### src/rtl/tag_rr_arb4.sv
// tag_rr_arb4 -- round-robin merge of SNUM Decoupled tag streams into one
// registered output channel. A granted input may keep the output for up to
// HOLD back-to-back transfers. After that, priority rotates past it.
//
// Ports:
//   iClk  : clock, rising edge
//   iRst  : synchronous active-high reset
//   iVld  : per-input valid                [SNUM]
//   iPld  : per-input payload, input k at  [k*DW +: DW]
//   iDst  : per-input destination, k at    [k*AW +: AW]
//   oRdy  : per-input ready, at most one bit set
//   oVld  : registered output valid
//   oPld  : registered output payload
//   oDst  : registered output destination
//   iRdy  : downstream ready
//   oGnt  : registered one-hot index of the last accepted input (diagnostic)
module tag_rr_arb4 #(
    parameter int unsigned DW   = 21,
    parameter int unsigned AW   = 4,
    parameter int unsigned SNUM = 4,
    parameter int unsigned HOLD = 4
) (
    input  logic               iClk,
    input  logic               iRst,
    input  logic [SNUM-1:0]    iVld,
    input  logic [SNUM*DW-1:0] iPld,
    input  logic [SNUM*AW-1:0] iDst,
    output logic [SNUM-1:0]    oRdy,
    output logic               oVld,
    output logic [DW-1:0]      oPld,
    output logic [AW-1:0]      oDst,
    input  logic               iRdy,
    output logic [SNUM-1:0]    oGnt
);

    localparam int unsigned PW = (SNUM > 1) ? $clog2(SNUM) : 1;

    logic [PW-1:0]   ptrQ;
    logic [PW-1:0]   ownerQ;
    logic [3:0]      cntQ;
    logic            lockQ;
    logic            vldQ;
    logic [DW-1:0]   pldQ;
    logic [AW-1:0]   dstQ;
    logic [SNUM-1:0] gntQ;

    logic            ld;
    logic            hold;
    logic            rrHit;
    logic [PW-1:0]   rrSel;
    logic [PW-1:0]   sel;
    logic            anyReq;
    logic            xfer;
    logic [PW-1:0]   selNext;
    logic [DW-1:0]   selPld;
    logic [AW-1:0]   selDst;

    // The slice can take new data when it is empty or being drained this cycle.
    assign ld   = !vldQ || iRdy;
    assign hold = lockQ && iVld[ownerQ] && (cntQ < 4'(HOLD));

    // Round-robin search starting at ptrQ, wrapping modulo SNUM.
    always_comb begin
        rrHit = 1'b0;
        rrSel = '0;
        for (int unsigned i = 0; i < SNUM; i++) begin
            int unsigned idx;
            idx = (int'(ptrQ) + i) % SNUM;
            if (!rrHit && iVld[idx]) begin
                rrHit = 1'b1;
                rrSel = PW'(idx);
            end
        end
    end

    assign sel     = hold ? ownerQ : rrSel;
    assign anyReq  = hold || (|iVld);
    assign selNext = (int'(sel) == SNUM - 1) ? '0 : sel + PW'(1);
    assign selPld  = iPld[int'(sel)*DW +: DW];
    assign selDst  = iDst[int'(sel)*AW +: AW];

    always_comb begin
        oRdy = '0;
        if (ld && anyReq && !iRst) begin
            oRdy[sel] = 1'b1;
        end
    end

    assign xfer = |(oRdy & iVld);

    always_ff @(posedge iClk) begin
        if (iRst) begin
            vldQ   <= 1'b0;
            pldQ   <= '0;
            dstQ   <= '0;
            gntQ   <= '0;
            ptrQ   <= '0;
            ownerQ <= '0;
            cntQ   <= '0;
            lockQ  <= 1'b0;
        end else if (ld) begin
            if (xfer) begin
                vldQ      <= 1'b1;
                pldQ      <= selPld;
                dstQ      <= selDst;
                gntQ      <= '0;
                gntQ[sel] <= 1'b1;
                lockQ     <= 1'b1;
                if (lockQ && (sel == ownerQ)) begin
                    // Saturate so a lone requester running past HOLD never
                    // wraps back into hold eligibility.
                    cntQ <= (cntQ == 4'hF) ? cntQ : cntQ + 4'd1;
                end else begin
                    ownerQ <= sel;
                    cntQ   <= 4'd1;
                    ptrQ   <= selNext;
                end
            end else begin
                // An idle load cycle empties the slice and forfeits the burst.
                vldQ  <= 1'b0;
                lockQ <= 1'b0;
            end
        end
    end

    assign oVld = vldQ;
    assign oPld = pldQ;
    assign oDst = dstQ;
    assign oGnt = gntQ;

endmodule

### config.mk
export PLATFORM = sky130hd
export DESIGN_NAME = tag_rr_arb4
export DESIGN_NICKNAME = d
export VERILOG_FILES = /design/src/rtl/tag_rr_arb4.sv
export SDC_FILE = /design/constraint.sdc
export NUM_CORES = 1
export LEC_CHECK = 0
export ABC_AREA = 1
export BUFFER_PORTS_ARGS = -buffer_cell sky130_fd_sc_hd__buf_4
export CORE_UTILIZATION = 50
export CTS_BUF_LIST = sky130_fd_sc_hd__clkbuf_8
export DETAILED_ROUTE_END_ITERATION = 8
export GPL_TIMING_DRIVEN = 0
export PLACE_DENSITY = 0.86
export SYNTH_ARGS = -nofsm -noshare
export SYNTH_HDL_FRONTEND = slang
export SYNTH_SLANG_ARGS = --single-unit
### constraint.sdc
create_clock -name iClk -period 6.9 [get_ports iClk]
set_input_delay 0.345 -clock iClk [delete_from_list [all_inputs] [get_ports iClk]]
set_output_delay 0.345 -clock iClk [all_outputs]
set_load 0.1 [all_outputs]
==> results.yml, run 1 <==
pwr:
  worst_vdd_rail_ir_drop_v: 0.0003291
  power.leakage_nw: 2.309
  power.density_cell_area_nw_per_um2: 601.9
critical_path:
  timing_worst_setup_path_type: "flip-flop to flip-flop"
  cp_dominant_cell_by_count: "sky130_fd_sc_hd__nand2_1"
  cp.arrival_ps: 3360
  cp_data_required_time_ps: 7080
  worst_setup_path_startpoint: "ptrQ[0]"
  worstPathCellList: "inv_2, nand2_1, nand2_1, nand2_1, nand2_2, nand3_1, nand4_1, nand2_2, clkbuf_1, inv_1, ha_1, inv_1, nor2_1, nand2_1, nand2_1, inv_1, nand3_2, buf_6, buf_6, a21oi_1, nor2_1"
  worstSetupStartpointType: "flip-flop"
  endpoint_kind_of_the_worst_setup_timing_path: "flip-flop"
  critPathMaxFanout: 10
  timing.rr.start: "ptrQ[0]"
  critical-path-max-stage-delay_ps: 430
  critPathTopFamily: "buffers and inverters"
  path_buf_inv: 7
  cpMaxStageDelayCell: "sky130_fd_sc_hd__dfxtp_1"
drt:
  avgViaCountPerCell: 4.989
  drtPass1Iterations: 4
  detail_route.drc_violations: 0
  avgRoutedWirePerCell_microns: 12.47
  postRouteWirelength_microns: 8991
  ant_nets: 0
  via_total_after_detailed_routing: 3597
  drt-initial-drc-count: 123
synth:
  yosysWarnings: 0
  postSynthAreaPerCell_sq_um: 5.581
  proportion_of_synthesized_chip_area_in_sequential_cells_pct: 26.94
  yosys-mux-area-fraction_pct: 0
  netlist.top_cell.by_area: "sky130_fd_sc_hd__dfxtp_1"
  simple_gate_area_share_of_the_yosys_netlist_pct: 42.18
  postSynthNetCount: 616
  yosys.area_share.xor_xnor_pct: 0.6203
  synthFlopType: "sky130_fd_sc_hd__dfxtp_1"
  synth_top_family_by_area: "simple AND/OR/NAND/NOR gates"
  yosys.area.top_type_share_pct: 26.94
  yosys.area_share.adder_pct: 1.329
  synthesis.instances: 506
  synth_compound_area_share_pct: 15.73
  synthTopCellsByArea: "sky130_fd_sc_hd__dfxtp_1, sky130_fd_sc_hd__nand2_1, sky130_fd_sc_hd__nor2_1"
  yosys.cell_types.count: 27
  synth_edf_count: 0
  post_synth_instance_area_sq_um: 2824
  yosys_register_bits: 38
  ys_async_sr_fraction_pct: 0
grt:
  maximum_number_of_pins_on_one_net_before_global_route_repair: 11
  gr_overflow_total: 0
  grt_pass1_vias: 3346
  number_of_antenna_violations_at_the_first_check_in_global_routing: 0
  global_route_wire_length_before_repair_microns: 14710
  track_usage_pct: 30.46
cells_and_area:
  drive_above_1_share_pct: 27.50
  layout.cells.non_filler: 721
  n_antenna_cell: 0
  nNetsFinal: 762
  area_delta_synth_final_pct: 42.98
  finish.instance_area_sq_um: 4038
  layout.filler_cells: 455
  multi_input_area_sq_um: 1690
  layout.cells.most_common: "sky130_fd_sc_hd__nand2_1"
  register_area_sq_um: 760.7
  layout_common_cells: "sky130_fd_sc_hd__nand2_1, sky130_fd_sc_hd__buf_4, sky130_fd_sc_hd__nor2_1, sky130_fd_sc_hd__inv_1, sky130_fd_sc_hd__dfxtp_1"
timing:
  worst_pin_slew_ps: 509.3
  final.min_clock_period_ps: 3175
  final.setup_skew_ps: 3.954
  maxClockFrequency_mhz: 314.9
  final-hold-violation-count: 0
  layout_worst_path_cycle_share_pct: 46.02
  report.final.setup_viol: 0
  unrepaired_setup_endpoints_after_global_routing: "no"
  maxSlewHeadroom_pct: 66.05
  final.hold.worst_slack_ps: 368.1
  timing.setup.tns_ps: 0
  final-max-slew-violation-count: 0
floorplanning:
  design.portCount: 141
  coreArea_sq_um: 5270
  chipWidth_microns: 77.15
  chipHeight_microns: 77.15
  initial_utilization_pct: 53.58
  std_cell_rows: 26
  die_area_sq_um: 5952
hold_path:
  min_path_type: "primary input to flip-flop"
  min-delay-start: "iRdy"
clocking:
  cts.sink_count: 38
  postCtsSetupBuffers: 0
  cts_resized: 0
  clk_transition_reported_paths_ps: 70
  cts_tree: "done"
  h-tree-depth: 2
  ctsLongestPathBuffers: 2
  clockRootBuffer: "sky130_fd_sc_hd__clkbuf_8"
  cts_buffers: 5
  clkLatencyLatePin_ps: 290
  postCtsHoldBufs: 0
placement:
  placed_cell_area_sq_um: 3955
  placement.io_buffers: 139
  gp_routability_congestion: 0.8569
  dp_cells: 715
  place.detailed.hpwl_microns: 7249
flow_run:
  cap_violations: 0
outcome:
  status: "completed"
routing by layer:
metal  wire length [microns]  part of all wire (%)  track usage [%]  vias up
li1                        -                     -                -     1859
met1                    3740                    42            35.85     1590
met2                    4507                    50            54.42      134
met3                     603                   6.7            7.143       14
met4                     139                   1.5            8.679        0
met5                       0                     0                0        -
worst paths after layout:
| path | endpoint | slack [ps] | cells after the start |
|---|---|---|---|
| setup / recovery | cntQ[1] | 3720 | 21 |
| hold / removal | oVld | 370 | 4 |
| setup reg to reg | cntQ[1] | 3720 | 21 |
| hold reg to reg | oGnt[0] | 460 | 2 |
area by class of cell:
type	instances	share of cell area, %
inverters	52	4.834
repair buffers	139	25.84
flip-flops and latches	38	18.84
plain buffers	27	4.400
well taps	70	2.169
multi-input cells	389	41.87
clock buffers	6	2.045
flip-flops by register name, summed over array words and instances, names as in the netlist:
signal  count
oGnt        4
ptrQ        2
oPld       21
oVld        1
ownerQ      2
cntQ        4
oDst        4
synth_stat cells (all sizes together) (3+ instances only):
cell	number
clkbuf	9
buf	18
ha	3
o21ai	54
nand4	3
nand2	196
dfxtp	38
nand3	18
nor2	73
a21oi	34
inv	52
tightest hold or removal path: stages:
cell                     delay [ps]
sky130_fd_sc_hd__buf_4           80
sky130_fd_sc_hd__nor2_1          50
sky130_fd_sc_hd__nor2_1         100
sky130_fd_sc_hd__nor2_1          40
through the flow:
step | power (mW) | utilization, % | setup WS [ps]
after floorplan | 1.842 | - | 2530
after global placement | 2.233 | 75.05 | 3861
after detailed placement | 2.270 | 75.05 | 3730
after CTS | 2.425 | 76.61 | 3747
after global routing | 2.635 | 76.61 | 3444
final | 2.430 | 76.61 | 3725
cells by family (layout without fill, tap and decap cells):
| group | after synthesis | count (layout) |
|---|---|---|
| buf+inv | 79 | 224 |
| fa+ha+maj | 3 | 3 |
| xor+xnor | 2 | 2 |
| simple gates | 296 | 296 |
| compound gates | 88 | 88 |
| flops | 38 | 38 |
report_power, final:
part	total (mW)	internal, mW	switching, mW
registers	0.350	0.300	0.0505
logic	1.93	0.572	1.36
clock network	0.151	0.0770	0.0739
total	2.43	0.949	1.48
No activity file was read; power rests on OpenSTA's default activity.
==> run 2, diff against run 1 <==
--- a/config.mk
+++ b/config.mk
@@ -7,11 +7,11 @@
 export LEC_CHECK = 0
 export ABC_AREA = 1
 export BUFFER_PORTS_ARGS = -buffer_cell sky130_fd_sc_hd__buf_4
-export CORE_UTILIZATION = 50
+export CORE_UTILIZATION = 43
 export CTS_BUF_LIST = sky130_fd_sc_hd__clkbuf_8
 export DETAILED_ROUTE_END_ITERATION = 8
 export GPL_TIMING_DRIVEN = 0
-export PLACE_DENSITY = 0.86
+export PLACE_DENSITY = 0.79
 export SYNTH_ARGS = -nofsm -noshare
 export SYNTH_HDL_FRONTEND = slang
 export SYNTH_SLANG_ARGS = --single-unit
==> constraint.sdc (replaced) <==
create_clock -name iClk -period 2.6 [get_ports iClk]
set_input_delay 0.13 -clock iClk [delete_from_list [all_inputs] [get_ports iClk]]
set_output_delay 0.13 -clock iClk [all_outputs]
set_load 0.1 [all_outputs]
==> run 2 against run 1 <==
Compared with the run above:
- the run now ends with negative setup slack left
- register-to-register slack worse by 3800 ps
- sequential share of layout area down 2.2 points
- clock skew up 0.57 ps
- via count up 3.1%
- critical endpoint is now oPld[16]
==> results.yml, run 2 (synthesized netlist as in run 1, its figures left out) <==
clocking:
  clockRootBuffer: "sky130_fd_sc_hd__clkbuf_8"
  cts_tree: "done"
  clkLatencyLatePin_ps: 290
  ctsLongestPathBuffers: 2
  postCtsHoldBufs: 0
  cts_buffers: 5
  clk_transition_reported_paths_ps: 70
  h-tree-depth: 2
  cts.sink_count: 38
timing:
  final.setup_skew_ps: 4.520
  unrepaired_setup_endpoints_after_global_routing: "yes"
  final-max-slew-violation-count: 0
  final.hold.worst_slack_ps: 151.9
  final.min_clock_period_ps: 2660
  maxClockFrequency_mhz: 375.9
  layout_worst_path_cycle_share_pct: 102.3
  layout_setup_ws_ps: -60.30
  worst_pin_slew_ps: 559.4
  timing.setup.tns_ps: -373.9
  maxSlewHeadroom_pct: 62.71
  final-hold-violation-count: 0
  report.final.setup_viol: 15
cells_and_area:
  area_delta_synth_final_pct: 64.38
  finish.instance_area_sq_um: 4642
  layout.cells.non_filler: 756
  layout_common_cells: "sky130_fd_sc_hd__nand2_1, sky130_fd_sc_hd__buf_4, sky130_fd_sc_hd__nor2_1, sky130_fd_sc_hd__inv_1, sky130_fd_sc_hd__dfxtp_1"
  nNetsFinal: 788
  layout.filler_cells: 546
  layout.cells.most_common: "sky130_fd_sc_hd__nand2_1"
  largest_reg_flops: 21
  drive_above_1_share_pct: 39.18
  n_antenna_cell: 0
drt:
  drt-initial-drc-count: 184
  detail_route.drc_violations: 0
  avgRoutedWirePerCell_microns: 12.98
  drtPass1Iterations: 4
  ant_nets: 0
  postRouteWirelength_microns: 9811
  avgViaCountPerCell: 4.907
  via_total_after_detailed_routing: 3710
outcome:
  status: "complete, but fails checks"
  violated_checks: "negative setup slack"
critical_path:
  worst_r2r_path_depth: 22
  timing_worst_setup_path_type: "flip-flop to flip-flop"
  critical_path_depth: 22
  worstPathCellList: "buf_8, nand2_1, nand2_2, nand2_1, nand2_1, nand3_2, nor2_4, nor2_2, nand2_2, nand2_4, buf_8, ha_4, inv_2, nor2_4, nand2_1, nand2_1, inv_2, nand3_4, buf_8, buf_8, o21ai_2, nor2_1"
  cp.arrival_ps: 2840
  worstSetupStartpointType: "flip-flop"
  cpMaxStageDelayCell: "sky130_fd_sc_hd__dfxtp_4"
  critPathMaxFanout: 8
  critPathTopFamily: "simple AND/OR/NAND/NOR gates"
  timing.rr.start: "ptrQ[0]"
  path_buf_inv: 6
  worst_setup_path_startpoint: "ptrQ[0]"
  endpoint_kind_of_the_worst_setup_timing_path: "flip-flop"
  cp_data_required_time_ps: 2780
  cp_dominant_cell_by_count: "sky130_fd_sc_hd__nand2_1"
  critical-path-max-stage-delay_ps: 400
placement:
  gp_routability_congestion: 0.8305
  placement.io_buffers: 139
  placed_cell_area_sq_um: 4054
  place.detailed.hpwl_microns: 7022
  dp_cells: 722
grt:
  grtUsageMet2_pct: 49.48
  gr_overflow_total: 0
  fraction_of_met1_tracks_used_by_global_routing_pct: 32.26
  global_route_wire_length_before_repair_microns: 15700
  global_route.peak_usage_layer: "met2"
  globalRouteMet3Util_pct: 6.461
  number_of_antenna_violations_at_the_first_check_in_global_routing: 0
  grt_pass1_vias: 3459
  maximum_number_of_pins_on_one_net_before_global_route_repair: 18
  track_usage_pct: 27.32
floorplanning:
  chipWidth_microns: 83.04
  chipHeight_microns: 83.04
  initial_utilization_pct: 44.47
  std_cell_rows: 29
  design.portCount: 141
  die_area_sq_um: 6896
  coreArea_sq_um: 6350
flow_run:
  cap_violations: 0
hold_path:
  hold_path_depth: 5
  min-delay-start: "iPld[67]"
  min_path_type: "primary input to flip-flop"
## run 2: cell count changes in the layout (fill, tap and decap cells not counted), sizes merged
cell    before  now
clkinv       0    1
buf        157  181
inv         52   51
clkbuf      15   19
## run 2: path summary, 6_finish.rpt
path              end  slack (ps)
max          oPld[16]         -60
min           oPld[4]         150
max reg2reg  oPld[16]         -60
min reg2reg   oGnt[1]         470
## run 2: tightest hold or removal path, cell delays in order
cell and delay [ps]:
sky130_fd_sc_hd__buf_4 80, sky130_fd_sc_hd__o21ai_1 60, sky130_fd_sc_hd__nand2_1 50, sky130_fd_sc_hd__nor2_1 30
sky130_fd_sc_hd__nor2_1 60
## run 2: stage by stage
stage / setup slack (ps) / util (%)
finish: -60.30 / 73.10
global route: -128.9 / 73.10
CTS: 31.31 / 68.30
detailed placement: -155.5 / 63.84
global placement: -116.0 / 63.84
floorplan: -227.3 / -
## run 2: final cells by class
| cell class | instances | area (sq um) | share of cell area [%] |
|---|---|---|---|
| Buffer | 25 | 207.7 | 4.474 |
| Clock buffer | 8 | 110.1 | 2.372 |
| Inverter | 52 | 220.2 | 4.744 |
| Multi-Input combinational cell | 389 | 1913 | 41.21 |
| Sequential cell | 38 | 774.5 | 16.68 |
| Tap cell | 77 | 96.34 | 2.075 |
| Timing Repair Buffer | 167 | 1320 | 28.44 |
## run 2: metal layers
metal	wire length [microns]	share of wire, %
met1	3973	40
met3	742	7.6
met4	275	2.8
met2	4820	49
met5	0	0
## run 2: timing repair
| item | in CTS | in global routing |
|---|---|---|
| pin swaps | 16 | 30 |
| setup endpoints to repair | 38 | 38 |
| resized for setup | 25 | 53 |
| setup buffers | 11 | 14 |
| gates cloned | 2 | 2 |
Power of run 2 is not shown: default switching activity piles up to over one toggle a cycle in this logic, so the estimate is an artifact.
==> run 3, diff against run 2 <==
--- a/config.mk
+++ b/config.mk
@@ -7,11 +7,13 @@
 export LEC_CHECK = 0
 export ABC_AREA = 1
 export BUFFER_PORTS_ARGS = -buffer_cell sky130_fd_sc_hd__buf_4
-export CORE_UTILIZATION = 43
+export CELL_PAD_IN_SITES_DETAIL_PLACEMENT = 1
+export CELL_PAD_IN_SITES_GLOBAL_PLACEMENT = 1
+export CORE_UTILIZATION = 27
 export CTS_BUF_LIST = sky130_fd_sc_hd__clkbuf_8
 export DETAILED_ROUTE_END_ITERATION = 8
 export GPL_TIMING_DRIVEN = 0
-export PLACE_DENSITY = 0.79
+export PLACE_DENSITY = 0.78
 export SYNTH_ARGS = -nofsm -noshare
 export SYNTH_HDL_FRONTEND = slang
 export SYNTH_SLANG_ARGS = --single-unit
==> run 3 against run 2 <==
Compared with the run above:
- the run still ends with negative setup slack left
- highest routed layer unchanged
- cell count rose by 6.3%
- sequential cell count did not move
- first-iteration DRC count fell by 49%
- via count rose by 1.0%
- die area rose by 58%
- clock skew rose by 10 ps
- routed wire length rose by 18%
==> results.yml, run 3 (synthesized netlist as in run 1, its figures left out) <==
hold_path:
  hold_path_depth: 4
  min-delay-start: "iRdy"
  min_path_type: "primary input to flip-flop"
  hold_path_end: "oVld"
timing:
  worst_pin_slew_ps: 714.3
  layout_worst_path_cycle_share_pct: 100.7
  report.final.setup_viol: 2
  final.min_clock_period_ps: 2619
  final-hold-violation-count: 0
  final-max-slew-violation-count: 0
  final.setup_skew_ps: 14.85
  maxSlewHeadroom_pct: 52.38
  unrepaired_setup_endpoints_after_global_routing: "yes"
  maxClockFrequency_mhz: 381.9
  final.hold.worst_slack_ps: 151.3
  layout_setup_ws_ps: -18.58
floorplanning:
  std_cell_rows: 36
  coreArea_sq_um: 9955
  chipWidth_microns: 104.3
  chipHeight_microns: 104.3
  initial_utilization_pct: 28.37
  design.portCount: 141
  die_area_sq_um: 10870
grt:
  maximum_number_of_pins_on_one_net_before_global_route_repair: 18
  track_usage_pct: 21.02
  global_route_wire_length_before_repair_microns: 18450
  gr_overflow_total: 0
  number_of_antenna_violations_at_the_first_check_in_global_routing: 0
  grt_pass1_vias: 3936
clocking:
  ctsLongestPathBuffers: 2
  h-tree-depth: 2
  cts_buffers: 5
  clockRootBuffer: "sky130_fd_sc_hd__clkbuf_8"
  postCtsHoldBufs: 0
  clkLatencyLatePin_ps: 300
  cts_tree: "done"
  clk_transition_reported_paths_ps: 80
  cts.sink_count: 38
pwr:
  power.density_cell_area_nw_per_um2: 1660
  power.leakage_nw: 2.506
  worst_vdd_rail_ir_drop_v: 0.0007823
critical_path:
  cp.arrival_ps: 2780
  timing.reg2reg.setup_slack_ps: -20
  critPathTopFamily: "simple AND/OR/NAND/NOR gates"
  critPathMaxFanout: 9
  cp_data_required_time_ps: 2760
  worst_r2r_path_depth: 22
  worst_setup_path_startpoint: "ptrQ[0]"
  timing_worst_setup_path_type: "flip-flop to flip-flop"
  cpMaxStageDelayCell: "sky130_fd_sc_hd__dfxtp_4"
  timing.rr.start: "ptrQ[0]"
  endpoint_kind_of_the_worst_setup_timing_path: "flip-flop"
  path_buf_inv: 7
  critical-path-max-stage-delay_ps: 400
  worstSetupStartpointType: "flip-flop"
  worstReg2RegEnd: "oGnt[2]"
  worstPathCellList: "inv_4, nand2_1, nand2_2, nand2_2, nand2_2, buf_4, nand2_1, nand3_2, nand2_4, nand2_8, buf_8, ha_4, inv_4, nor2_4, nand2_1, nand2_1, inv_2, nand3_4, buf_12, buf_16, nand2_1, a21oi_1"
  cp_dominant_cell_by_count: "sky130_fd_sc_hd__nand2_1"
drt:
  detail_route.drc_violations: 0
  drtPass1Iterations: 4
  drt-initial-drc-count: 94
  avgRoutedWirePerCell_microns: 14.42
  via_total_after_detailed_routing: 3748
  postRouteWirelength_microns: 11600
  ant_nets: 0
  avgViaCountPerCell: 4.662
outcome:
  status: "complete, but fails checks"
  violated_checks: "negative setup slack"
flow_run:
  cap_violations: 0
cells_and_area:
  n_antenna_cell: 0
  largest_reg_flops: 21
  drive_above_1_share_pct: 39.49
  multi_input_area_sq_um: 1953
  area_delta_synth_final_pct: 65.62
  nNetsFinal: 780
  layout_common_cells: "sky130_fd_sc_hd__nand2_1, sky130_fd_sc_hd__buf_4, sky130_fd_sc_hd__nor2_1, sky130_fd_sc_hd__inv_1, sky130_fd_sc_hd__dfxtp_1"
  layout.cells.most_common: "sky130_fd_sc_hd__nand2_1"
  layout.filler_cells: 1380
  post-route-util_pct: 46.98
  register_area_sq_um: 774.5
placement:
  gp_routability_congestion: 0.8569
  placement.io_buffers: 139
  place.detailed.hpwl_microns: 8991
## run 3: area by class of cell
type	count	area share (%)
buffer	24	4.548
sequential	38	16.56
inverter	52	4.655
tap	133	3.558
multi-input combinational	389	41.76
clock inverter	2	0.2675
timing repair buffer	160	26.89
clock buffer	6	1.766
## run 3: repair_timing
| action | in CTS | in global routing |
|---|---|---|
| pin swaps | 16 | 21 |
| resized for setup | 24 | 69 |
| endpoints found under the setup margin | 40 | 40 |
| setup buffers | 10 | 7 |
| gates cloned | 2 | 2 |
## run 3: report_power, final
part           leakage, nW  total [mW]  internal [mW]  switching, mW
Sequential           0.316       0.978          0.808          0.170
Clock               0.0472       0.441          0.214          0.227
Combinational         2.14        6.35           2.25           4.10
## run 3: metrics by stage
step | cells | setup TNS (ps) | worst slack (ps) | area [sq um] | power (mW)
floorplan | 506 | -6147 | -227.3 | 2914 | 5.047
global placement | 778 | -4373 | -179.4 | 4124 | 6.222
global route | 804 | -4286 | -157.9 | 4677 | 8.438
finish | 804 | -20.90 | -18.58 | 4677 | 7.765
detailed placement | 778 | -7917 | -269.4 | 4124 | 6.356
CTS | 795 | 0 | 20.40 | 4368 | 7.131
## run 3: metal layers
layer,routed length (microns),track usage (%),share of wire (%)
met1,4584,23.09,40
met2,5980,39.21,52
met3,858,6.516,7.4
met4,174,4.388,1.5
met5,0,0,0
## run 3: worst max path at each step
stage	to	depth (start not counted)
after floorplan	oPld[10]	24
after global placement	cntQ[1]	23
after detailed placement	cntQ[2]	23
after CTS	oPld[18]	23
after global routing	oGnt[2]	22
final	oGnt[2]	22
## run 3: worst reg2reg max path, stage by stage (launching register included)
cell and delay [ps]:
sky130_fd_sc_hd__dfxtp_4 400, sky130_fd_sc_hd__inv_4 70, sky130_fd_sc_hd__nand2_1 80, sky130_fd_sc_hd__nand2_2 90
sky130_fd_sc_hd__nand2_2 90, sky130_fd_sc_hd__nand2_2 60, sky130_fd_sc_hd__buf_4 130, sky130_fd_sc_hd__nand2_1 70
sky130_fd_sc_hd__nand3_2 110, sky130_fd_sc_hd__nand2_4 120, sky130_fd_sc_hd__nand2_8 80, sky130_fd_sc_hd__buf_8 140
sky130_fd_sc_hd__ha_4 160, sky130_fd_sc_hd__inv_4 60, sky130_fd_sc_hd__nor2_4 30, sky130_fd_sc_hd__nand2_1 60
sky130_fd_sc_hd__nand2_1 60, sky130_fd_sc_hd__inv_2 70, sky130_fd_sc_hd__nand3_4 120, sky130_fd_sc_hd__buf_12 190
sky130_fd_sc_hd__buf_16 140, sky130_fd_sc_hd__nand2_1 70, sky130_fd_sc_hd__a21oi_1 70
